==> config.mk <==
export PLATFORM = sky130hd
export DESIGN_NAME = pat_sched
export DESIGN_NICKNAME = d
export VERILOG_FILES = /design/src/rtl/pat_sched_pkg.sv /design/src/rtl/pat_sched_tick_gen.sv /design/src/rtl/pat_sched.sv
export SDC_FILE = /design/constraint.sdc
export NUM_CORES = 1
export LEC_CHECK = 0
export ABC_CLOCK_PERIOD_IN_PS = 5700
export CORE_UTILIZATION = 55
export CTS_CLUSTER_SIZE = 14
export DETAILED_ROUTE_END_ITERATION = 8
export PLACE_DENSITY = 0.81
export REMOVE_ABC_BUFFERS = 1
export SLEW_MARGIN = 30
export SYNTH_ARGS = -nofsm -noshare
export SYNTH_HDL_FRONTEND = slang
export SYNTH_SLANG_ARGS = --single-unit
==> constraint.sdc <==
create_clock -name clk -period 5.7 [get_ports clk]
set_input_delay 1.14 -clock clk [delete_from_list [all_inputs] [get_ports clk]]
set_output_delay 1.14 -clock clk [all_outputs]
set_load 0.01 [all_outputs]
==> src/rtl/pat_sched_pkg.sv <==
// Shared types and pattern-number arithmetic for the pattern scheduler.
// Every helper compares before it steps, so 8-bit values never wrap past 0 or 255.
package pat_sched_pkg;

  localparam int PAT_W = 8;

  typedef enum logic [1:0] {
    IDLE   = 2'd0,
    PEND   = 2'd1,
    COMMIT = 2'd2
  } state_t;

  function automatic logic [PAT_W-1:0] pat_up(input logic [PAT_W-1:0] cur,
                                              input logic [PAT_W-1:0] pmax);
    logic [PAT_W-1:0] res;
    if (cur >= pmax) begin
      res = cur;
    end else begin
      res = cur + PAT_W'(1);
    end
    return res;
  endfunction

  // The top pattern is a lock-out end point: stepping down from it is refused.
  function automatic logic [PAT_W-1:0] pat_down(input logic [PAT_W-1:0] cur,
                                                input logic [PAT_W-1:0] pmin,
                                                input logic [PAT_W-1:0] pmax);
    logic [PAT_W-1:0] res;
    if ((cur >= pmax) || (cur <= pmin)) begin
      res = cur;
    end else begin
      res = cur - PAT_W'(1);
    end
    return res;
  endfunction

  function automatic logic [PAT_W-1:0] pat_wrap(input logic [PAT_W-1:0] cur,
                                                input logic [PAT_W-1:0] pmin,
                                                input logic [PAT_W-1:0] pmax);
    logic [PAT_W-1:0] res;
    if (cur >= pmax) begin
      res = pmin;
    end else begin
      res = cur + PAT_W'(1);
    end
    return res;
  endfunction

endpackage

==> src/rtl/pat_sched_tick_gen.sv <==
// Free-running us/ms/s tick chain; each tick is a registered one-cycle pulse.
// Also meant for reuse by the button debouncers.
module pat_sched_tick_gen #(
  parameter int CNT1US = 81,
  parameter int CNT1MS = 1000,
  parameter int CNT1S  = 1000
) (
  input  logic clk,
  input  logic rst_n,
  output logic o_us_tick,
  output logic o_ms_tick,
  output logic o_s_tick
);

  localparam int US_W = (CNT1US > 1) ? $clog2(CNT1US) : 1;
  localparam int MS_W = (CNT1MS > 1) ? $clog2(CNT1MS) : 1;
  localparam int S_W  = (CNT1S  > 1) ? $clog2(CNT1S)  : 1;
  localparam logic [US_W-1:0] US_LAST = US_W'(CNT1US - 1);
  localparam logic [MS_W-1:0] MS_LAST = MS_W'(CNT1MS - 1);
  localparam logic [S_W-1:0]  S_LAST  = S_W'(CNT1S - 1);

  logic [US_W-1:0] r_us_cnt;
  logic [MS_W-1:0] r_ms_cnt;
  logic [S_W-1:0]  r_s_cnt;
  logic            r_us_tick;
  logic            r_ms_tick;
  logic            r_s_tick;
  logic            w_us_wrap;
  logic            w_ms_wrap;
  logic            w_s_wrap;

  // Terminal-count decode for each stage of the chain.
  always_comb begin
    w_us_wrap = (r_us_cnt == US_LAST);
    w_ms_wrap = w_us_wrap && (r_ms_cnt == MS_LAST);
    w_s_wrap  = w_ms_wrap && (r_s_cnt == S_LAST);
  end

  // Cascaded counters; each stage advances only on the wrap of the stage below.
  always_ff @(posedge clk or negedge rst_n) begin
    if (!rst_n) begin
      r_us_cnt <= '0;
      r_ms_cnt <= '0;
      r_s_cnt  <= '0;
    end else begin
      r_us_cnt <= w_us_wrap ? '0 : r_us_cnt + US_W'(1);
      if (w_ms_wrap) begin
        r_ms_cnt <= '0;
      end else if (w_us_wrap) begin
        r_ms_cnt <= r_ms_cnt + MS_W'(1);
      end else begin
        r_ms_cnt <= r_ms_cnt;
      end
      if (w_s_wrap) begin
        r_s_cnt <= '0;
      end else if (w_ms_wrap) begin
        r_s_cnt <= r_s_cnt + S_W'(1);
      end else begin
        r_s_cnt <= r_s_cnt;
      end
    end
  end

  // Registered tick pulses.
  always_ff @(posedge clk or negedge rst_n) begin
    if (!rst_n) begin
      r_us_tick <= 1'b0;
      r_ms_tick <= 1'b0;
      r_s_tick  <= 1'b0;
    end else begin
      r_us_tick <= w_us_wrap;
      r_ms_tick <= w_ms_wrap;
      r_s_tick  <= w_s_wrap;
    end
  end

  assign o_us_tick = r_us_tick;
  assign o_ms_tick = r_ms_tick;
  assign o_s_tick  = r_s_tick;

endmodule

==> src/rtl/pat_sched.sv <==
// Pattern scheduler: manual/auto events move a target pattern, which is
// committed to pat_sn on a frame boundary or, failing that, after a timeout.
module pat_sched
  import pat_sched_pkg::*;
#(
  parameter int               CNT1US    = 81,
  parameter int               CNT1MS    = 1000,
  parameter int               CNT1S     = 1000,
  parameter logic [PAT_W-1:0] PATMIN    = 8'd127,
  parameter logic [PAT_W-1:0] PATMAX    = 8'd255,
  parameter int               DWELL_S   = 3,
  parameter int               FRM_TO_MS = 100
) (
  input  logic             clk,
  input  logic             rst_n,
  input  logic             up_evt,
  input  logic             down_evt,
  input  logic             auto_evt,
  input  logic             lock,
  input  logic             frm_sync,
  output logic [PAT_W-1:0] pat_sn,
  output logic             pat_chg,
  output logic             pend,
  output logic             auto_on,
  output logic             sync_err
);

  localparam int DW_W = (DWELL_S > 1) ? $clog2(DWELL_S) : 1;
  localparam int TO_W = $clog2(FRM_TO_MS + 1);
  localparam logic [DW_W-1:0] DW_LAST = DW_W'(DWELL_S - 1);
  localparam logic [TO_W-1:0] TO_LAST = TO_W'(FRM_TO_MS - 1);

  state_t           r_state;
  state_t           w_state_nxt;
  logic [PAT_W-1:0] r_target;
  logic [PAT_W-1:0] w_target_nxt;
  logic [PAT_W-1:0] r_pat_sn;
  logic [DW_W-1:0]  r_dwell;
  logic [TO_W-1:0]  r_frm_to;
  logic             r_pat_chg;
  logic             r_pend;
  logic             r_auto_on;
  logic             r_sync_err;
  logic             w_unused_us_tick;
  logic             w_ms_tick;
  logic             w_s_tick;
  logic             w_manual;
  logic             w_auto_tgl;
  logic             w_auto_exp;
  logic             w_same;
  logic             w_timeout;
  logic             w_commit;
  logic             w_chg;
  logic             w_force;
  logic             w_pend_nxt;

  pat_sched_tick_gen #(
    .CNT1US (CNT1US),
    .CNT1MS (CNT1MS),
    .CNT1S  (CNT1S)
  ) u_tick_gen (
    .clk       (clk),
    .rst_n     (rst_n),
    .o_us_tick (w_unused_us_tick),
    .o_ms_tick (w_ms_tick),
    .o_s_tick  (w_s_tick)
  );

  // Event qualification; lock masks every scheduling event.
  always_comb begin
    w_manual   = !lock && (up_evt || down_evt);
    w_auto_tgl = !lock && auto_evt;
    w_auto_exp = !lock && r_auto_on && (r_state == IDLE) && w_s_tick && (r_dwell == DW_LAST);
    w_same     = (r_target == r_pat_sn);
    w_timeout  = w_ms_tick && (r_frm_to == TO_LAST);
  end

  // Target update with priority up > down > auto expiry.
  always_comb begin
    w_target_nxt = r_target;
    if (lock) begin
      w_target_nxt = r_target;
    end else if (up_evt) begin
      w_target_nxt = pat_up(r_target, PATMAX);
    end else if (down_evt) begin
      w_target_nxt = pat_down(r_target, PATMIN, PATMAX);
    end else if (w_auto_exp) begin
      w_target_nxt = pat_wrap(r_target, PATMIN, PATMAX);
    end else begin
      w_target_nxt = r_target;
    end
  end

  // FSM state register.
  always_ff @(posedge clk or negedge rst_n) begin
    if (!rst_n) begin
      r_state <= IDLE;
    end else begin
      r_state <= w_state_nxt;
    end
  end

  // FSM next state; a target that returns to pat_sn abandons the commit.
  always_comb begin
    w_state_nxt = r_state;
    case (r_state)
      IDLE: begin
        if (!w_same) begin
          w_state_nxt = PEND;
        end else begin
          w_state_nxt = IDLE;
        end
      end
      PEND: begin
        if (w_same) begin
          w_state_nxt = IDLE;
        end else if (frm_sync || w_timeout) begin
          w_state_nxt = COMMIT;
        end else begin
          w_state_nxt = PEND;
        end
      end
      COMMIT:  w_state_nxt = IDLE;
      default: w_state_nxt = IDLE;
    endcase
  end

  // FSM outputs, registered below.
  always_comb begin
    w_commit   = (r_state == COMMIT);
    w_chg      = w_commit && !w_same;
    w_force    = (r_state == PEND) && !w_same && !frm_sync && w_timeout;
    w_pend_nxt = (w_state_nxt != IDLE);
  end

  // Committed pattern, status flags and target register.
  always_ff @(posedge clk or negedge rst_n) begin
    if (!rst_n) begin
      r_target   <= PATMIN;
      r_pat_sn   <= PATMIN;
      r_pat_chg  <= 1'b0;
      r_pend     <= 1'b0;
      r_auto_on  <= 1'b0;
      r_sync_err <= 1'b0;
    end else begin
      r_target   <= w_target_nxt;
      r_pat_sn   <= w_commit ? r_target : r_pat_sn;
      r_pat_chg  <= w_chg;
      r_pend     <= w_pend_nxt;
      r_auto_on  <= r_auto_on ^ w_auto_tgl;
      r_sync_err <= r_sync_err | w_force;
    end
  end

  // Dwell counts seconds in IDLE; the frame timeout counts ms while pending.
  always_ff @(posedge clk or negedge rst_n) begin
    if (!rst_n) begin
      r_dwell  <= '0;
      r_frm_to <= '0;
    end else begin
      if (w_commit || w_manual || w_auto_tgl || w_auto_exp) begin
        r_dwell <= '0;
      end else if (!lock && r_auto_on && (r_state == IDLE) && w_s_tick) begin
        r_dwell <= r_dwell + DW_W'(1);
      end else begin
        r_dwell <= r_dwell;
      end
      if (r_state != PEND) begin
        r_frm_to <= '0;
      end else if (w_ms_tick) begin
        r_frm_to <= r_frm_to + TO_W'(1);
      end else begin
        r_frm_to <= r_frm_to;
      end
    end
  end

  assign pat_sn   = r_pat_sn;
  assign pat_chg  = r_pat_chg;
  assign pend     = r_pend;
  assign auto_on  = r_auto_on;
  assign sync_err = r_sync_err;

endmodule

Word-level counts from Yosys, hierarchy flattened --
Index checks and enable logic that the tools add are counted.
Storage, ports and cells: memory bits (writable) 0, memory bits (read-only) 0, memories kept 0, output and inout bits 12, bits in registers 60, latch bits 0, input bits 7, word-level logic and storage cells 86
Cells by class: eq/ne operators 11, add/sub/neg operators 7, $mul 0, multiplexer cells 19, reductions and logical operators 30, bitwise operators 3, shift operators 0, $lt $le $gt $ge 2, divide/modulo/power cells 0
Operators by type and width (count):
- 2-to-1 mux 8 bit | 6
- 2-to-1 mux 10 bit | 4
- 2-to-1 mux 7 bit | 3
- adder 10 x 1 -> 10 bit, second input constant | 2
- equality test 10 bit, second input constant | 2
- adder 7 x 1 -> 7 bit, second input constant | 2
- equality test 7 bit, second input constant | 2
- logical AND 1 bit | 13
- nonzero test 2 bit | 5
- adder 8 x 1 -> 8 bit, second input constant | 1
- equality test 8 bit | 1
- greater-or-equal comparator 8 bit, second input constant | 1
- <= comparator 8 x 7 -> 1 bit, second input constant | 1
- 2-to-1 mux 2 bit | 4
- subtractor 8 x 1 -> 8 bit, second input constant | 1
- logical OR 1 bit | 6
- equality test 2 bit, second input constant | 2
- one-hot mux 2 bit (2 select lines) | 1
- AND reduction 4 bit | 1
- logical NOT 1 bit | 3
- inequality test 3 bit, second input constant | 1
- nonzero test 3 bit | 1
- adder 2 x 1 -> 2 bit, second input constant | 1
- equality test 2 x 1 -> 1 bit, second input constant | 1
- 7 further kinds | 7

Longest topological paths before layout --
word-level depth 8, gate-level depth with buffers 8, mapped depth without buffers 7

By module --
A second synthesis with hierarchy kept.
Unflattened totals: cells, all modules 341, area total of the unflattened synthesis 3372.0 um^2
Modules (own cells, without submodules):
- pat_sched | area each 1860.5 um^2, times used 1, cells each 194, seq. area each 793.3 um^2
- pat_sched_tick_gen | area each 1511.4 um^2, times used 1, cells each 147, seq. area each 750.7 um^2

Worst setup path after synthesis --
No wires, ideal clock.
kind input to register, start in lock, end reg r_target[5], setup slack 3.509 ns, stages on the path 4, data arrival time 2.131 ns, library setup time 0.060 ns, buffers on the path 0, data required time 5.640 ns, cell sequence nor4_4 a32oi_2 a2111oi_0 a211o_1
On the way: longest elaborated chain between the ends 7, elaborated cells between the ends (all ways) 8, those cells by class 1 x bitwise; 7 x reduce/logical
Ends and longest elaborated chain:
- from (decl) | line pat_sched.sv:19 | input logic lock,
- logical NOT 1 bit | line pat_sched.sv:73 | w_auto_exp = !lock && r_auto_on && (r_state == IDLE) && w_s_tick && (r_dwell == DW_LAST);
- logical AND 1 bit (4 in series) | line pat_sched.sv:73
- nonzero test 3 bit (no line)
- AND reduction 4 bit (no line) (*)
- to (signal assigned) | line pat_sched.sv:146 | r_target <= w_target_nxt;
- to (decl) | line pat_sched.sv:35 | logic [PAT_W-1:0] r_target;
Every way passes the cells marked *; elsewhere a longest branch is shown, timed or not. A chain may end at the register's enable or synchronous reset.

Worst setup path in the final report --
Ends and elaborated chain as after synthesis.

==> impl_metrics.env <==
export IMPL_status="finished clean"
export IMPL_via_count=2386
export IMPL_ys_ff_latch=60
export IMPL_synth_seq_area_share=0.486
export IMPL_clock_sinks=60
export IMPL_async_flop_share=1.00
export IMPL_wl_per_cell_um=14.0
export IMPL_fin_setup_tns_ns=0
export IMPL_place_ws_ns=2.68
export IMPL_max_freq_ghz=0.372
export IMPL_netlist_area_um2=3120
export IMPL_cts_tree="yes"
export IMPL_clock_root_buffer="clkbuf_8"
export IMPL_grt_pass1_wl_um=9910
export IMPL_vdd_drop_max_v=0.000187
export IMPL_worst_hold_startpoint="sync_err"
export IMPL_grt_overflow=0
export IMPL_rr_worst_depth=6
export IMPL_numCtsBuffers=9
export IMPL_fin_skew_ns=0.00996
export IMPL_critPathKind="in -> reg"
export IMPL_antenna_found_initial=0
export IMPL_period_share=0.471
export IMPL_setup_violations=0
export IMPL_post_synth_top_count_cell="dfrtp_1"
export IMPL_die_y_um=77.4
export IMPL_hold_path_class="reg -> reg"
export IMPL_rows=27
export IMPL_cts_setup_buffers=0
export IMPL_cts_buffer_depth=2
export IMPL_die_area_um2=5980
export IMPL_avgSynthCellArea_um2=9.95
export IMPL_syn_inst=314
export IMPL_rrSetupSlack_ns=3.37
export IMPL_cp_required_ns=5.98
export IMPL_max_slew_margin=0.371
export IMPL_rsz0062_at_grt="no"
export IMPL_viasPerCell=5.85
export IMPL_worst_slack_ns=3.01
export IMPL_synthFlopType="dfrtp_1"
export IMPL_finalCriticalPeriod_ns=2.69
export IMPL_grtUsageTotal=0.214
export IMPL_grt_pass1_vias=2197
export IMPL_clkSlewWorstSetupHoldPaths_ns=0.07
export IMPL_core_um2=5470
export IMPL_synth_edff_count=0
export IMPL_cap_violations=0
export IMPL_insertion_delay_ns=0.34
export IMPL_synth_area_leaders="dfrtp_1 37%, dfstp_2 12%, xnor2_1 5.3%, nor2_1 4.0%, nand2_1 3.4%"
export IMPL_grt_max_degree=61
export IMPL_place_congestion=0.887
export IMPL_crit_start="lock"
export IMPL_pin_count=19
export IMPL_hpwl_um=3800
export IMPL_yosysTopAreaCellShare=0.369
export IMPL_crit_reg2reg_launch="u_tick_gen.r_us_cnt[3]"
export IMPL_dr_pass1_iters=4
export IMPL_endpoint="r_target[5]"
export IMPL_numPortBuffers=18
export IMPL_layout_nets=346
export IMPL_htree_levels=3
export IMPL_syn2layout_area_growth_pct=12.8
export IMPL_synthTopCellsByCount="46 x dfrtp_1, 33 x nor2_1, 28 x nand2_1, 20 x o21ai_0, 19 x xnor2_1"
export IMPL_layout_drive_gt1_share=0.134
export IMPL_ant_nets=0
export IMPL_power_density_nw_per_um2=358
export IMPL_cts_resized=0
export IMPL_num_antenna_cells=0
export IMPL_yosysTopAreaCell="dfrtp_1"
export IMPL_critPathArrivalTime_ns=2.96
export IMPL_drc=0
export IMPL_wirelength_um=5700
export IMPL_endpoint_kind="flop"
export IMPL_die_w_um=77.4
export IMPL_hold_viol=0
export IMPL_r2r_end="u_tick_gen.r_s_cnt[3]"
export IMPL_drt_initial_drc_count=144
export IMPL_p_leak_nw=1.47
export IMPL_worst_slew_pin_slew_ns=0.936
export IMPL_ctsHoldBuffers=0
export IMPL_slew_violations=0
export IMPL_ys_types=49
export IMPL_synth_warnings=0
export IMPL_startpoint_type="input pin"
export IMPL_path_max_fanout=16
export IMPL_start_util=0.571
[layout make-up]
type	count	area, µm²
Fill cell	438	1950
Sequential cell	60	1520
Timing Repair Buffer	19	183
Inverter	13	48.8
Tap cell	72	90.1
Multi-Input combinational cell	228	1490
Clock buffer	11	141
Clock inverter	5	52.6
[layout by cell type, fill, tap and decap left out, types with 2 or more instances in the layout]
cell type,n
o21ai_0,20
clkinv_2,3
a31oi_1,3
ha_1,8
mux2i_1,5
a22oi_1,2
nor3b_1,2
or3_1,4
nand3_1,12
inv_1,12
o31ai_1,8
nand2_1,28
clkdlybuf4s50_1,17
nor2_1,33
dfstp_2,14
xnor2_1,19
a21oi_1,12
xor2_1,7
nand4_1,11
nor4b_2,2
and3_1,7
clkbuf_8,10
nand2b_1,7
dfrtp_1,46
and2_1,3
nor2b_1,2
mux2_2,5
and4_1,3
nor4_1,4
nor3_1,3
[sequential cells by signal, summed over array words and instances, names as in the netlist]
register              flops
auto_on                   1
pat_chg                   1
pat_sn                    8
pend                      1
r_dwell                   2
r_frm_to                  7
r_state                   2
r_target                  8
sync_err                  1
u_tick_gen.o_ms_tick      1
u_tick_gen.o_s_tick       1
u_tick_gen.r_ms_cnt      10
u_tick_gen.r_s_cnt       10
u_tick_gen.r_us_cnt       7
[per-layer routing]
metal	GRT usage	share of wire
met3	0.0565	0.045
met4	0.100	0.018
met5	0	0
met1	0.283	0.47
met2	0.327	0.47
[cell families (layout without fill, tap and decap cells)]
| family | count (synthesis) | count (layout) | synth area share |
|---|---|---|---|
| compound gates | 56 | 56 | 0.114 |
| xor+xnor | 26 | 26 | 0.0729 |
| fa+ha+maj | 8 | 8 | 0.0321 |
| buf+inv | 26 | 48 | 0.0369 |
| flops | 60 | 60 | 0.486 |
| mux | 11 | 11 | 0.0389 |
| simple gates | 127 | 127 | 0.219 |
[critical path, stage by stage]
cell             delay, ns
clkdlybuf4s50_1       0.52
nor4_4                0.35
a32oi_2               0.36
a2111oi_0             0.43
a211o_1               0.16
[worst min path at each step]
stage / slack, ns / cells past startpoint / to
2_1_floorplan: 0.45 / 1 / u_tick_gen.r_s_cnt[8]
3_3_place_gp: 0.46 / 1 / sync_err
3_5_place_dp: 0.46 / 1 / sync_err
4_1_cts: 0.48 / 1 / u_tick_gen.r_us_cnt[0]
5_1_grt: 0.50 / 1 / sync_err
6_report: 0.48 / 1 / sync_err
[stage by stage]
| stage | hold slack (ns) | instance area (µm²) | total power [W] | instances | util |
|---|---|---|---|---|---|
| finish | 0.479 | 3520 | 0.00126 | 408 | 0.644 |
| CTS | 0.484 | 3520 | 0.00128 | 408 | 0.644 |
| global route | 0.500 | 3520 | 0.00134 | 408 | 0.644 |
| floorplan | 0.446 | 3060 | 0.000762 | 301 | - |
| global placement | 0.463 | 3330 | 0.000889 | 392 | 0.608 |
| detailed placement | 0.463 | 3330 | 0.000895 | 392 | 0.608 |
[power breakdown]
part / leakage [nW] / total (W) / internal (W) / switching [W]
Sequential: 0.755 / 0.000606 / 0.000518 / 0.0000877
Clock: 0.0991 / 0.000374 / 0.000211 / 0.000163
Combinational: 0.618 / 0.000282 / 0.000154 / 0.000129
Total: 1.47 / 0.00126 / 0.000883 / 0.000379
(Power assumes the default switching activity.)
==> RTL edit (same settings) <==
The 3 states of `state_t` get a one-hot encoding in 3 bits.
--- a/src/rtl/pat_sched_pkg.sv
+++ b/src/rtl/pat_sched_pkg.sv
@@ -4,10 +4,10 @@
 
   localparam int PAT_W = 8;
 
-  typedef enum logic [1:0] {
-    IDLE   = 2'd0,
-    PEND   = 2'd1,
-    COMMIT = 2'd2
+  typedef enum logic [2:0] {
+    IDLE   = 3'b001,
+    PEND   = 3'b010,
+    COMMIT = 3'b100
   } state_t;
 
   function automatic logic [PAT_W-1:0] pat_up(input logic [PAT_W-1:0] cur,
Behaviour: no difference found for any inputs over 10 cycles, from zero or initial values and one cycle with rst_n low; not proved beyond that.
==> RTL edit against the original RTL <==
- first-iteration DRC count is 2.8% lower
- wire length up 8.8%
- worst setup slack better by 16 ps
- combinational power increased by 21%
- sequential cell count rose by 1
- final area up 2.6%
- clock power shrank 9.1%
- total power is 3.9% higher
- fmax rose by 0.58%
- synthesized area is 4.1% higher
- critical endpoint unchanged
==> RTL edit: results (changes against the original RTL) <==
drt_iter0_drc: 140  # -2.8%
grt_pass1_vias: 2277  # +3.6%
cts_made_buffers: 9  # unchanged
whs_endpoint: "u_tick_gen.r_s_cnt[9]"
synth_seq_area_share_pct: 47.52  # -1.1 points
m1WireLength_mm: 2.935  # +10%
grt_use_met1_pct: 29.30  # +0.95 points
synth_compound_area_share_pct: 11.93  # +0.51 points
drive_above_1_share_pct: 15.99  # +2.6 points
crit_slowest_cell: "or4_1"
clk_pin_slew_ps: 70  # about the same
nets: 354  # +2.3%
sh_seq_area_pct: 42.75  # -0.36 points
vias: 2438  # +2.2%
yosys-top-cells-area: "dfrtp_1 35%, dfstp_2 12%, xnor2_1 4.6%, nor2_1 3.5%, mux2_2 3.1%"
place.gp.congestion: 0.9368  # +5.6%
grtUsageTotal_pct: 22.01  # +0.64 points
wl_met2_mm: 2.887  # +8.1%
multi_input_area_share_pct: 43.34  # +1.1 points
ys_seq_elements: 61  # +1.7%
crit_arrival_ps: 2950  # about the same
min_from: "u_tick_gen.r_s_cnt[9]"
r2r_start: "u_tick_gen.r_us_cnt[3]"
reg2reg_slack_ps: 3350  # -20 ps
ir_drop_uv: 177.3  # -4.9%
reg2reg_to: "u_tick_gen.r_s_cnt[6]"
num-nonclk-buffers: 20  # +1
final-nonclk-buf-share_pct: 5.261  # +0.077 points
synth_common_cells: "46 x dfrtp_1, 30 x nor2_1, 25 x nand2_1"
p_int_uw: 873.4  # -1.1%
n_fill_cell: 464  # +5.9%
p_leak_nw: 1.468  # -0.25%
ys_types: 55  # +12%
powerClk_uw: 340  # -9.1%
nMultiInputCombCells: 234  # +2.6%
grt_start_max_net_pins: 62  # +1.6%
root_buffer: "clkbuf_8"
dpl.hpwl_mm: 4.188  # +10%
clock_area_share_pct: 4.811  # -0.69 points
route.detailed.drc: 0  # unchanged
met2_usage_pct: 34.26  # +1.5 points
synth_fa_ha_area_share_pct: 3.078  # -0.13 points
use_met3_pct: 5.632  # -0.015 points
status: "completed"
max_slew_margin_pct: 49.33  # +12 points
rr_worst_depth: 6  # unchanged
synth-xor-area-share_pct: 6.464  # -0.83 points
crit_family: "simple AND/OR/NAND/NOR gates"
ys.flop_type: "dfrtp_1"
power_frac_comb_pct: 25.9  # +3.5 points
grt_first_pass_wirelength_mm: 10.61  # +7.0%
finalClockSkew_ps: 8.536  # -1.421 ps
wl_mm: 6.203  # +8.8%
timing.hold.ws_ps: 482.0  # +3.482 ps
muxShareOfSynthArea_pct: 4.040  # +0.15 points
[RTL edit: cell types whose count changed in the layout (fill, tap and decap cells not counted), sizes merged, moves of 3 or more]
cell,before,now
and3,7,4
o211ai,0,3
o41ai,0,3
clkinv,3,6
nand4,12,17
nor3,4,12
mux2,6,9
nand3,13,6
nor2b,2,6
nor4,5,1
or4,0,5
nand2,28,25
[RTL edit: through the flow]
stage / worst slack (ps) / cells / cell area [um^2] / power (mW)
4_1_cts: 3065 / 416 / 3615 / 1.324
5_1_grt: 2972 / 416 / 3615 / 1.390
3_5_place_dp: 2708 / 400 / 3441 / 0.9785
2_1_floorplan: 3359 / 308 / 3161 / 0.8273
3_3_place_gp: 2775 / 400 / 3441 / 0.9674
6_report: 3030 / 416 / 3615 / 1.311
[RTL edit: cell families after synthesis]
family | count (synthesis)
and+or+nand+nor | 131
DFF | 61
AOI/OAI and AO/OA | 59
buffers and inverters | 30
xor gates and xnor gates | 24
muxes | 12
adders and majority gates | 8
